==> src/rtl/mc_cycle_counter.sv <==
// Multi-channel instruction cycle counter. Each channel times one instruction and
// parks the result in a pending slot; slots drain round-robin through one valid/ready output.
module mc_cycle_counter #(
  parameter int          NUM_CH      = 4,
  parameter int          CNT_W       = 32,
  parameter int unsigned TIMEOUT_CYC = 0,
  localparam int         CH_W        = (NUM_CH > 1) ? $clog2(NUM_CH) : 1
) (
  input  logic              clk,
  input  logic              rst,
  input  logic [NUM_CH-1:0] instr_start,
  input  logic [NUM_CH-1:0] instr_active,
  input  logic [NUM_CH-1:0] instr_done,
  output logic              res_valid,
  input  logic              res_ready,
  output logic [CH_W-1:0]   res_ch,
  output logic [CNT_W-1:0]  res_count,
  output logic              res_sat,
  output logic              res_timeout,
  output logic [NUM_CH-1:0] busy,
  output logic [NUM_CH-1:0] overrun,
  input  logic              overrun_clr
);

  localparam logic [CNT_W-1:0] CNT_MAX = '1;

  logic [NUM_CH-1:0] cap_v;
  logic [NUM_CH-1:0] cap_sat_v;
  logic [CNT_W-1:0]  cap_cnt [NUM_CH];

  // Per-channel measurement engines
  for (genvar gi = 0; gi < NUM_CH; gi++) begin : g_ch
    logic [CNT_W-1:0] cnt_q, cnt_d;
    logic             busy_q, busy_d;
    logic             sat_q, sat_d;
    logic             cap_l, cap_sat_l;
    logic [CNT_W-1:0] cap_cnt_l;

    always_comb begin
      cnt_d     = cnt_q;
      busy_d    = busy_q;
      sat_d     = sat_q;
      cap_l     = 1'b0;
      cap_cnt_l = cnt_q;
      cap_sat_l = sat_q;
      if (instr_start[gi]) begin
        cnt_d  = CNT_W'(1);
        sat_d  = 1'b0;
        busy_d = !instr_done[gi];
        if (instr_done[gi]) begin
          cap_l     = 1'b1;
          cap_cnt_l = CNT_W'(1);
          cap_sat_l = 1'b0;
        end
      end else if (busy_q) begin
        if (instr_done[gi]) begin
          cap_l  = 1'b1;
          busy_d = 1'b0;
        end else if (instr_active[gi]) begin
          if (cnt_q == CNT_MAX) sat_d = 1'b1;
          else                  cnt_d = cnt_q + CNT_W'(1);
        end
      end
    end

    always_ff @(posedge clk or posedge rst) begin
      if (rst) begin
        cnt_q  <= '0;
        busy_q <= 1'b0;
        sat_q  <= 1'b0;
      end else begin
        cnt_q  <= cnt_d;
        busy_q <= busy_d;
        sat_q  <= sat_d;
      end
    end

    assign cap_v[gi]     = cap_l;
    assign cap_sat_v[gi] = cap_sat_l;
    assign cap_cnt[gi]   = cap_cnt_l;
    assign busy[gi]      = busy_q;
  end

  logic [NUM_CH-1:0] pending_q, pending_d;
  logic [NUM_CH-1:0] overrun_q, overrun_d;
  logic [NUM_CH-1:0] slot_sat_q, slot_sat_d;
  logic [NUM_CH-1:0] slot_to_q, slot_to_d;
  logic [CNT_W-1:0]  slot_cnt_q [NUM_CH];
  logic [CNT_W-1:0]  slot_cnt_d [NUM_CH];
  logic [CH_W-1:0]   ptr_q, ptr_d;
  logic              res_valid_q, res_valid_d;
  logic [CH_W-1:0]   res_ch_q, res_ch_d;
  logic [CNT_W-1:0]  res_count_q, res_count_d;
  logic              res_sat_q, res_sat_d;
  logic              res_to_q, res_to_d;

  logic              load_en;
  logic              grant_found;
  logic [CH_W-1:0]   grant_idx;
  logic [CH_W-1:0]   cand;
  logic [NUM_CH-1:0] unload_vec;

  assign load_en = !res_valid_q || res_ready;

  // Round-robin search starts one past the last granted channel
  always_comb begin
    grant_found = 1'b0;
    grant_idx   = '0;
    cand        = '0;
    for (int i = 1; i <= NUM_CH; i++) begin
      cand = CH_W'((int'(ptr_q) + i) % NUM_CH);
      if (!grant_found && pending_q[cand]) begin
        grant_found = 1'b1;
        grant_idx   = cand;
      end
    end
    unload_vec = '0;
    if (load_en && grant_found) unload_vec[grant_idx] = 1'b1;
  end

  always_comb begin
    pending_d  = pending_q;
    overrun_d  = overrun_q;
    slot_sat_d = slot_sat_q;
    slot_to_d  = slot_to_q;
    slot_cnt_d = slot_cnt_q;
    for (int ch = 0; ch < NUM_CH; ch++) begin
      // A fresh capture wins over a same-cycle unload, so pending stays set
      pending_d[ch] = (pending_q[ch] && !unload_vec[ch]) || cap_v[ch];
      overrun_d[ch] = (cap_v[ch] && pending_q[ch] && !unload_vec[ch]) ||
                      (overrun_q[ch] && !overrun_clr);
      if (cap_v[ch]) begin
        slot_cnt_d[ch] = cap_cnt[ch];
        slot_sat_d[ch] = cap_sat_v[ch];
        slot_to_d[ch]  = (TIMEOUT_CYC != 0) && (64'(cap_cnt[ch]) >= 64'(TIMEOUT_CYC));
      end
    end
  end

  always_comb begin
    res_valid_d = res_valid_q;
    res_ch_d    = res_ch_q;
    res_count_d = res_count_q;
    res_sat_d   = res_sat_q;
    res_to_d    = res_to_q;
    ptr_d       = ptr_q;
    if (load_en) begin
      res_valid_d = grant_found;
      if (grant_found) begin
        res_ch_d    = grant_idx;
        res_count_d = slot_cnt_q[grant_idx];
        res_sat_d   = slot_sat_q[grant_idx];
        res_to_d    = slot_to_q[grant_idx];
        ptr_d       = grant_idx;
      end
    end
  end

  always_ff @(posedge clk or posedge rst) begin
    if (rst) begin
      pending_q   <= '0;
      overrun_q   <= '0;
      slot_sat_q  <= '0;
      slot_to_q   <= '0;
      for (int ch = 0; ch < NUM_CH; ch++) slot_cnt_q[ch] <= '0;
      ptr_q       <= '0;
      res_valid_q <= 1'b0;
      res_ch_q    <= '0;
      res_count_q <= '0;
      res_sat_q   <= 1'b0;
      res_to_q    <= 1'b0;
    end else begin
      pending_q   <= pending_d;
      overrun_q   <= overrun_d;
      slot_sat_q  <= slot_sat_d;
      slot_to_q   <= slot_to_d;
      slot_cnt_q  <= slot_cnt_d;
      ptr_q       <= ptr_d;
      res_valid_q <= res_valid_d;
      res_ch_q    <= res_ch_d;
      res_count_q <= res_count_d;
      res_sat_q   <= res_sat_d;
      res_to_q    <= res_to_d;
    end
  end

  assign res_valid   = res_valid_q;
  assign res_ch      = res_ch_q;
  assign res_count   = res_count_q;
  assign res_sat     = res_sat_q;
  assign res_timeout = res_to_q;
  assign overrun     = overrun_q;

endmodule

==> config.mk <==
export PLATFORM = sky130hd
export DESIGN_NAME = mc_cycle_counter
export DESIGN_NICKNAME = d
export VERILOG_FILES = /design/src/rtl/mc_cycle_counter.sv
export SDC_FILE = /design/constraint.sdc
export NUM_CORES = 1
export LEC_CHECK = 0
export BUFFER_PORTS_ARGS = -buffer_cell sky130_fd_sc_hd__clkbuf_2
export CAP_MARGIN = 30
export CORE_MARGIN = 1.5
export CORE_UTILIZATION = 50
export DETAILED_ROUTE_END_ITERATION = 6
export PLACE_DENSITY = 0.64
export SLEW_MARGIN = 20
export SYNTH_ARGS = -nofsm -noshare
export SYNTH_HDL_FRONTEND = slang
export SYNTH_SLANG_ARGS = --single-unit
==> constraint.sdc <==
create_clock -name clk -period 13.49 [get_ports clk]
set_clock_uncertainty 0.15 [all_clocks]
set_input_delay 0.6745 -clock clk [delete_from_list [all_inputs] [get_ports clk]]
set_output_delay 0.6745 -clock clk [all_outputs]
set_load 0.005 [all_outputs]
==> results.sh, run 1 <==
export IMPL_status="finished, final reports clean"
export IMPL_io_pin_count=61
export IMPL_cts_root_buffer="clkbuf_16"
export IMPL_postCtsResizedCells=0
export IMPL_cp_num_buf_inv=1
export IMPL_drc=0
export IMPL_track_usage_pct=24.9
export IMPL_multi_input_comb_area_sq_um=6970
export IMPL_crit_slowest_cell="buf_4"
export IMPL_dp_cells=1935
export IMPL_gr_total_overflow=0
export IMPL_cts_made_buffers=35
export IMPL_dp_hpwl_um=25900
export IMPL_finalSetupViolCount=0
export IMPL_p_leak_nw=6.99
export IMPL_path_cells="nand2b_1 -> a31oi_4 -> buf_4 -> mux2i_1 -> o221ai_1"
export IMPL_max_slew_margin_rel_pct=34.9
export IMPL_ys_warn_count=0
export IMPL_stdcell_area_sq_um=17000
export IMPL_layout_common_cells="312 x dfrtp_1, 192 x nand2_1, 133 x o21ai_0, 84 x nand2b_1, 84 x a21oi_1"
export IMPL_r2r_start="res_ch[1]$_DFFE_PP0P_"
export IMPL_worst_slack_ps=10400
export IMPL_drive_gt1_share_pct=11.1
export IMPL_yosys_area_top_type="dfrtp_1"
export IMPL_cts_setup_buffers=0
export IMPL_reg2reg_depth=5
export IMPL_synthArstFlopShare_pct=100
export IMPL_die_y_um=178
export IMPL_placed_cell_area_sq_um=15800
export IMPL_fin_crit_ps=3090
export IMPL_syn2layout_area_growth_pct=11.6
export IMPL_worstReg2RegEnd="res_count[6]$_DFFE_PP0P_"
export IMPL_synth_avg_cell_area_sq_um=9.75
export IMPL_clkTransAtPathRegs_ps=60
export IMPL_ctsHtreeMaxLevel=2
export IMPL_final_core_util_pct=57.1
export IMPL_maxCapViolCount=0
export IMPL_hold_viol_final=0
export IMPL_die_w_um=178
export IMPL_diodes=0
export IMPL_crit_path_start_kind="register"
export IMPL_vias=12000
export IMPL_cts_tree="built"
export IMPL_grt_pass1_vias=11200
export IMPL_nFillCells=2605
export IMPL_crit_fanout=53
export IMPL_critPathCaptureType="register"
export IMPL_min_period_over_period_pct=22.9
export IMPL_viasPerCell=6.01
export IMPL_fmax_mhz=324
export IMPL_rsz0062_at_grt="no"
export IMPL_fin_hold_ws_ps=166
export IMPL_rows=63
export IMPL_syn_inst=1564
export IMPL_wl_per_cell_um=19.2
export IMPL_cts_path_max_buffers=3
export IMPL_path_delay_family="buffers and inverters"
export IMPL_setup_tns_ps=0
export IMPL_cts_hold_buf=0
export IMPL_dominantRegCellSynth="dfrtp_1"
export IMPL_preCtsSetupSlack_ps=9820
export IMPL_antenna_found_initial=0
export IMPL_crit_type="reg2reg"
export IMPL_cts_sinks=312
export IMPL_clock_latency_ps=530
export IMPL_dieArea_sq_um=31600
export IMPL_place_congestion=0.862
export IMPL_synth_nets=1584
export IMPL_firstDrtPassIters=6
export IMPL_drv_slew=0
export IMPL_start_util_pct=51.2
export IMPL_grt_pass1_wl_um=62100
export IMPL_portBuffers=59
export IMPL_ir_worst_vdd_mv=0.139
export IMPL_hold_path_class="in2async"
export IMPL_ant_nets=0
export IMPL_regArea_sq_um=7810
export IMPL_critPathRequiredTime_ps=13710
export IMPL_ys_types=69
export IMPL_fin_nets=1606
export IMPL_core_area_sq_um=29800
export IMPL_arrival_ps=3310
export IMPL_yosysTopAreaCellShare_pct=51.2
export IMPL_dr_first_iter_drc_count=912
export IMPL_finalPower_mw=2.28
export IMPL_ys_seq_area_share_pct=51.2
export IMPL_grt_max_degree=116
export IMPL_ys_seq_elements=312
export IMPL_worstMarginPinSlew_ps=976
export IMPL_p_per_area_nw_per_um2=134
export IMPL_synth_edff_count=0
export IMPL_rrSetupSlack_ps=10400
export IMPL_max_stage_delay_ps=870
export IMPL_final_cells=2001
export IMPL_synth_area_sq_um=15200
export IMPL_synth_area_top_cells="dfrtp_1 51%, mux2i_1 5.4%, nand2_1 4.7%"
export IMPL_layout_commonest_cell="dfrtp_1"
export IMPL_wl_um=38400
worst max-delay path by stage:
| stage | start | to | slack, ps | cells after the start |
|---|---|---|---|---|
| 2_1_floorplan | rst | g_ch[0].busy_q$_DFF_PP0_ | 4040 | 1 |
| 3_3_place_gp | instr_start[3] | g_ch[3].cnt_q[15]$_DFFE_PP0P_ | 9890 | 6 |
| 3_5_place_dp | instr_start[3] | g_ch[3].cnt_q[15]$_DFFE_PP0P_ | 9820 | 6 |
| 4_1_cts | instr_start[3] | g_ch[3].cnt_q[15]$_DFFE_PP0P_ | 10340 | 6 |
| 5_1_grt | res_ch[1]$_DFFE_PP0P_ | res_count[29]$_DFFE_PP0P_ | 10260 | 5 |
| 6_report | res_ch[1]$_DFFE_PP0P_ | res_count[6]$_DFFE_PP0P_ | 10400 | 5 |
metal layers:
layer  track usage [%]  wire length [um]  vias up
met4              5.67               673        0
met1              36.9             18000     5942
met3              3.23              1650       53
li1                  -                 -     5775
met5                 0                 0        -
met2              39.0             18100      265
power by group:
part | internal (mW) | switching, mW
clock | 0.557 | 0.375
combinational | 0.133 | 0.233
sequential | 0.955 | 0.0218
sequential cells by signal (all words and copies together) (netlist names):
name         count
g_ch.cnt_q     128
slot_cnt_q     128
res_count       32
g_ch.busy_q      4
g_ch.sat_q       4
overrun          4
pending_q        4
slot_sat_q       4
res_ch           2
res_sat          1
res_valid        1
cell type report:
class,instances,share of cell area (%)
sequential,312,45.9
multi-input combinational,1124,41.0
clock buffer,57,6.23
timing repair buffer,81,2.91
tap,390,2.87
inverter,32,0.750
clock inverter,5,0.404
Yosys cell counts, types with 7 or more instances:
cell type / n
a21oi_1: 84
a22o_1: 32
and3_1: 9
and4_1: 8
clkbuf_1: 76
dfrtp_1: 312
inv_1: 32
mux2_2: 7
mux2i_1: 83
nand2_1: 192
nand2b_1: 84
nand3_1: 43
nand3b_1: 9
nand4_1: 34
nor2_1: 64
nor2b_1: 12
nor3_1: 25
nor4_1: 18
o21ai_0: 134
o221ai_1: 33
o31ai_1: 55
or2_2: 18
or3_1: 38
or4_1: 51
xnor2_1: 7
logic make-up after synthesis:
logic type / Yosys count / share of synthesized area (%)
simple gates: 634 / 22.4
flops: 312 / 51.2
buf+inv: 128 / 3.48
fa+ha+maj: 4 / 0.328
mux: 90 / 5.96
xor+xnor: 10 / 0.574
other cells: 1 / 0.0246
compound gates: 385 / 16.0
worst register-to-register path, delay by kind of cell, from the launching register on:
kind | cells | cell delay, ps
buf+inv | 1 | 880
compound gates | 2 | 790
flops | 1 | 460
mux | 1 | 460
simple gates | 1 | 210
No activity file was read; power rests on OpenSTA's default activity.
==> inputs of run 2 (changes only) <==
--- a/config.mk
+++ b/config.mk
@@ -5,12 +5,13 @@
 export SDC_FILE = /design/constraint.sdc
 export NUM_CORES = 1
 export LEC_CHECK = 0
+export ABC_AREA = 1
 export BUFFER_PORTS_ARGS = -buffer_cell sky130_fd_sc_hd__clkbuf_2
 export CAP_MARGIN = 30
 export CORE_MARGIN = 1.5
 export CORE_UTILIZATION = 50
 export DETAILED_ROUTE_END_ITERATION = 6
-export PLACE_DENSITY = 0.64
+export PLACE_DENSITY = 0.66
 export SLEW_MARGIN = 20
 export SYNTH_ARGS = -nofsm -noshare
 export SYNTH_HDL_FRONTEND = slang
==> constraint.sdc (replaced) <==
create_clock -name clk -period 2.5 [get_ports clk]
set_clock_uncertainty 0.15 [all_clocks]
set_input_delay 0.125 -clock clk [delete_from_list [all_inputs] [get_ports clk]]
set_output_delay 0.125 -clock clk [all_outputs]
set_load 0.005 [all_outputs]
==> results.sh, run 2 <==
export IMPL_crit_type="reg2reg"
export IMPL_crit_path_start_kind="register"
export IMPL_yosysMostFrequentCell="nand2_1"
export IMPL_crit_fanout=11
export IMPL_start_util_pct=51.1
export IMPL_cts_tree="built"
export IMPL_ctsHtreeMaxLevel=2
export IMPL_synth_edff_count=0
export IMPL_max_slew_margin_rel_pct=48.0
export IMPL_ys_seq_elements=312
export IMPL_gr_total_overflow=0
export IMPL_grt_pass1_wl_um=80200
export IMPL_fmax_mhz=423
export IMPL_synthArstFlopShare_pct=100
export IMPL_nFillCells=3059
export IMPL_dominantRegCellSynth="dfrtp_1"
export IMPL_track_usage_pct=29.9
export IMPL_ys_seq_area_share_pct=46.6
export IMPL_preCtsSetupSlack_ps=113
export IMPL_swShare_pct=36.0
export IMPL_p_comb_share_pct=29.5
export IMPL_critPathCaptureType="register"
export IMPL_whs_path_depth=5
export IMPL_cts_root_buffer="clkbuf_16"
export IMPL_clkTransAtPathRegs_ps=60
export IMPL_synth_nets=2281
export IMPL_synth_area_sq_um=16800
export IMPL_crit_slowest_cell="dfrtp_1"
export IMPL_syn2layout_area_growth_pct=15.1
export IMPL_ant_nets=0
export IMPL_switching_power_mw=5.62
export IMPL_p_leak_nw=8.96
export IMPL_cts_path_max_buffers=3
export IMPL_dp_hpwl_um=36000
export IMPL_die_w_um=186
export IMPL_arrival_ps=2620
export IMPL_seqPwrFrac_pct=34.6
export IMPL_synth_area_top_cells="dfrtp_1 47%, nand2_1 19%, nand3_1 5.7%"
export IMPL_io_pin_count=61
export IMPL_wl_um=51000
export IMPL_p_int_mw=10.0
export IMPL_wl_per_cell_um=18.1
export IMPL_hold_path_class="in2reg"
export IMPL_rows=66
export IMPL_worstMarginPinSlew_ps=779
export IMPL_grt_pass1_vias=14600
export IMPL_clock_latency_ps=530
export IMPL_finalSetupViolCount=0
export IMPL_viasPerCell=5.60
export IMPL_min_period_over_period_pct=94.7
export IMPL_drc=0
export IMPL_antenna_found_initial=0
export IMPL_ir_worst_vdd_mv=0.905
export IMPL_drive_gt1_share_pct=10.4
export IMPL_worst_slack_ps=133
export IMPL_synth_commonest_cells="859 x nand2_1, 312 x dfrtp_1, 192 x nand3_1"
export IMPL_cts_made_buffers=37
export IMPL_drv_slew=0
export IMPL_layout_common_cells="856 x nand2_1, 310 x dfrtp_1, 190 x nand3_1, 154 x nor2_1, 143 x o21ai_0"
export IMPL_die_y_um=186
export IMPL_final_core_util_pct=58.9
export IMPL_firstDrtPassIters=6
export IMPL_syn_inst=2261
export IMPL_hold_viol_final=0
export IMPL_dr_first_iter_drc_count=1714
export IMPL_yosysTopAreaCellShare_pct=46.6
export IMPL_path_common_cell="nand2_1"
export IMPL_synth_avg_cell_area_sq_um=7.41
export IMPL_path_cells="ha_1 -> nand2_1 -> inv_1 -> nand2_1 -> inv_1 -> nand2_1 -> nor2_1 -> nand2_1 -> nand2_2 -> inv_1 -> nand3_1 -> o21ai_0 -> a21oi_1"
export IMPL_rsz0062_at_grt="yes"
export IMPL_portBuffers=59
export IMPL_reg2reg_depth=13
export IMPL_cts_sinks=312
export IMPL_status="finished, final reports clean"
export IMPL_p_per_area_nw_per_um2=809
export IMPL_yosys_area_top_type="dfrtp_1"
export IMPL_clkPwrFrac_pct=35.9
export IMPL_place_congestion=0.972
export IMPL_layout_commonest_cell="nand2_1"
export IMPL_fin_crit_ps=2370
export IMPL_max_stage_delay_ps=410
export IMPL_ys_types=40
export IMPL_grt_max_degree=67
export IMPL_critPathRequiredTime_ps=2760
export IMPL_core_area_sq_um=32800
export IMPL_dieArea_sq_um=34600
export IMPL_maxCapViolCount=0
export IMPL_fin_nets=2360
export IMPL_ys_warn_count=0
export IMPL_diodes=0
export IMPL_vias=15700
[run 2: cell count changes after synthesis, moves of 24 or more]
cell	before	now
or4_1	51	0
a21oi_1	84	31
a22o_1	32	8
xor2_1	3	40
nor2_1	64	156
nand2_1	192	859
nor3_1	25	59
nand2b_1	84	0
inv_1	32	139
mux2i_1	83	0
nand3_1	43	192
or3_1	38	0
o221ai_1	33	0
[run 2: layout make-up]
cell class,instances,area [sq um],area share [%]
clock buffer,54,1120,5.82
multi-input combinational,1686,7850,40.7
sequential,312,7810,40.5
clock inverter,13,146,0.759
tap,442,553,2.87
inverter,152,588,3.05
timing repair buffer,151,1230,6.36
[run 2: final timing paths]
kind / startpoint / slack, ps / endpoint
max in group asynchronous: rst / 790 / g_ch[3].cnt_q[14]$_DFFE_PP0P_
setup reg to reg: g_ch[1].cnt_q[0]$_DFFE_PP0P_ / 130 / g_ch[1].cnt_q[12]$_DFFE_PP0P_
hold reg to reg: slot_cnt_q[49]$_DFFE_PP0P_ / 330 / slot_cnt_q[49]$_DFFE_PP0P_
hold / removal: res_ready / 310 / res_valid$_DFFE_PP0P_
min in group asynchronous: rst / 600 / res_count[5]$_DFFE_PP0P_
setup / recovery: g_ch[1].cnt_q[0]$_DFFE_PP0P_ / 130 / g_ch[1].cnt_q[12]$_DFFE_PP0P_
[run 2: critical path: cells and delay by family, from the launching register on]
kind / cells / cell delay (ps)
and+or+nand+nor: 7 / 730
buffers and inverters: 3 / 490
DFF: 1 / 410
AOI/OAI and AO/OA: 2 / 240
adders and majority gates: 1 / 230
[run 2: cell families (layout without fill, tap and decap cells)]
group	Yosys count	count (layout)	share of synthesized area [%]
flip-flops	312	312	46.6
AO/OA/AOI/OAI	271	271	9.61
adder cells (fa/ha/maj)	4	4	0.299
buffers and inverters	263	370	6.86
other	1	1	0.0224
AND/OR/NAND/NOR	1363	1363	34.2
XOR/XNOR	47	47	2.46
[run 2: stage by stage]
step	power [mW]	cells	area [sq um]	TNS [ps]	hold WS, ps
global placement	9.57	2719	17700	0	5.61
global route	16.3	2810	19300	-40.4	351
detailed placement	9.63	2719	17700	0	2.96
floorplan	8.41	2261	16800	-602130	41.4
CTS	15.3	2807	19200	0	277
finish	15.6	2810	19300	0	311
[run 2: power by group through the flow]
stage / clock network (mW) / registers (mW) / logic [mW]
CTS: 5.70 / 5.38 / 4.19
finish: 5.61 / 5.40 / 4.60
floorplan: 0 / 5.41 / 3.01
detailed placement: 0 / 5.47 / 4.16
global placement: 0 / 5.46 / 4.11
global route: 5.91 / 5.41 / 4.94
[run 2: per-layer routing]
layer	part of all wire (%)	track usage, %	vias to the layer above
met5	0	0	-
met4	3.0	9.29	0
met3	7.6	4.40	115
met2	43	44.3	652
met1	47	45.0	7447
li1	-	-	7523
[run 2: timing repair]
action / 4_1_cts / 5_1_grt
setup buffers: 0 / 1
endpoints found under the setup margin: 0 / 65
endpoints found under the hold margin: 360 / 0
gates resized for setup: 0 / 18
hold buffers: 21 / 0
==> inputs of run 3 (changes only) <==
--- a/config.mk
+++ b/config.mk
@@ -5,7 +5,6 @@
 export SDC_FILE = /design/constraint.sdc
 export NUM_CORES = 1
 export LEC_CHECK = 0
-export ABC_AREA = 1
 export BUFFER_PORTS_ARGS = -buffer_cell sky130_fd_sc_hd__clkbuf_2
 export CAP_MARGIN = 30
 export CORE_MARGIN = 1.5
==> results.sh, run 3 (same netlist as run 1, synthesis figures left out) <==
export IMPL_ir_worst_vdd_mv=0.472
export IMPL_crit_fanout=5
export IMPL_critPathCaptureType="register"
export IMPL_ctsHtreeMaxLevel=2
export IMPL_grt_pass1_wl_um=63900
export IMPL_setup_tns_ps=0
export IMPL_die_y_um=178
export IMPL_rsz0062_at_grt="yes"
export IMPL_worstMarginPinSlew_ps=828
export IMPL_wl_um=39100
export IMPL_dieArea_sq_um=31600
export IMPL_dp_hpwl_um=27300
export IMPL_io_pin_count=61
export IMPL_dr_first_iter_drc_count=753
export IMPL_final_cells=2097
export IMPL_cts_path_max_buffers=3
export IMPL_layout_common_cells="311 x dfrtp_1, 192 x nand2_1, 133 x o21ai_0, 90 x buf_4"
export IMPL_p_per_area_nw_per_um2=716
export IMPL_cts_made_buffers=36
export IMPL_p_leak_nw=7.56
export IMPL_finalPower_mw=12.9
export IMPL_cts_tree="built"
export IMPL_vias=12400
export IMPL_fin_nets=1701
export IMPL_place_congestion=0.859
export IMPL_maxCapViolCount=0
export IMPL_grt_max_degree=98
export IMPL_clkTransAtPathRegs_ps=60
export IMPL_hold_viol_final=0
export IMPL_cts_root_buffer="clkbuf_16"
export IMPL_dp_cells=2017
export IMPL_fmax_mhz=411
export IMPL_hold_path_class="in2async"
export IMPL_start_util_pct=51.2
export IMPL_die_w_um=178
export IMPL_arrival_ps=2710
export IMPL_antenna_found_initial=0
export IMPL_viasPerCell=5.93
export IMPL_nFillCells=2557
export IMPL_track_usage_pct=25.6
export IMPL_gr_total_overflow=0
export IMPL_fin_crit_ps=2430
export IMPL_max_slew_margin_rel_pct=44.8
export IMPL_wl_per_cell_um=18.6
export IMPL_drc=0
export IMPL_finalSetupViolCount=0
export IMPL_grt_pass1_vias=12000
export IMPL_portBuffers=59
export IMPL_critPathRequiredTime_ps=2780
export IMPL_crit_type="reg2reg"
export IMPL_layout_commonest_cell="dfrtp_1"
export IMPL_drive_gt1_share_pct=16.1
export IMPL_clock_latency_ps=530
export IMPL_firstDrtPassIters=5
export IMPL_status="finished, final reports clean"
export IMPL_cts_sinks=312
export IMPL_rows=63
export IMPL_drv_slew=0
export IMPL_syn2layout_area_growth_pct=18.1
export IMPL_ant_nets=0
export IMPL_min_period_over_period_pct=97.2
export IMPL_core_area_sq_um=29800
export IMPL_diodes=0
export IMPL_final_core_util_pct=60.5
export IMPL_crit_path_start_kind="register"
==> run 3: layer usage <==
metal	part of all wire, %	GRT usage (%)	up-vias
met5	0	0	-
met4	1.9	7.14	0
met3	4.6	3.47	62
met2	48	41.9	304
met1	45	35.8	6100
li1	-	-	5979
==> run 3: path summary, 6_finish.rpt <==
| kind | from | to | slack [ps] | cells after the start |
|---|---|---|---|---|
| worst max-delay path | g_ch[2].cnt_q[10]$_DFFE_PP0P_ | g_ch[2].cnt_q[30]$_DFFE_PP0P_ | 70 | 5 |
| worst min-delay path | rst | g_ch[3].cnt_q[8]$_DFFE_PP0P_ | 30 | 3 |
| worst max register to register | g_ch[2].cnt_q[10]$_DFFE_PP0P_ | g_ch[2].cnt_q[30]$_DFFE_PP0P_ | 70 | 5 |
| worst min register to register | slot_cnt_q[84]$_DFFE_PP0P_ | slot_cnt_q[84]$_DFFE_PP0P_ | 320 | 2 |
| max in group asynchronous | rst | g_ch[2].cnt_q[30]$_DFFE_PP0P_ | 1280 | 4 |
| min in group clk | instr_active[1] | g_ch[1].cnt_q[11]$_DFFE_PP0P_ | 60 | 5 |
==> run 3: power by group <==
part	leakage (nW)	switching [mW]	internal, mW
Clock	0.604	2.08	3.32
Combinational	2.67	1.32	0.914
Sequential	4.28	0.114	5.15
Total	7.56	3.51	9.39
==> run 3: final cells by class <==
| type | instances | area (sq um) | area share (%) |
|---|---|---|---|
| flip-flops and latches | 312 | 7810 | 43.3 |
| multi-input cells | 1124 | 7020 | 39.0 |
| repair buffers | 175 | 1350 | 7.50 |
| clock buffers | 55 | 1090 | 6.07 |
| well taps | 390 | 488 | 2.71 |
| clock inverters | 9 | 128 | 0.708 |
| inverters | 32 | 124 | 0.688 |
==> run 3: repair_timing <==
| action | 4_1_cts | 5_1_grt |
|---|---|---|
| endpoints found under the hold margin | 263 | 0 |
| endpoints found under the setup margin | 0 | 21 |
| buffers inserted | 0 | 2 |
| hold buffers | 14 | 0 |
| resized for setup | 0 | 11 |
==> run 3: stage by stage <==
stage                     hold WS (ps)  instance area (sq um)  setup slack (ps)
after floorplan                   41.4                  15300             -1930
after global placement            24.3                  16600              85.1
after detailed placement          22.9                  16600              43.7
after CTS                         29.3                  17900              17.2
after global routing              64.5                  18000             -3.01
final                             31.5                  18000              68.8
==> run 3: worst max-delay path, cell delays in order, from the launching register on <==
cell and delay, ps:
dfrtp_1 400, nand4_2 140, or4_1 570, or4_4 600, or3_1 330, a21oi_1 150
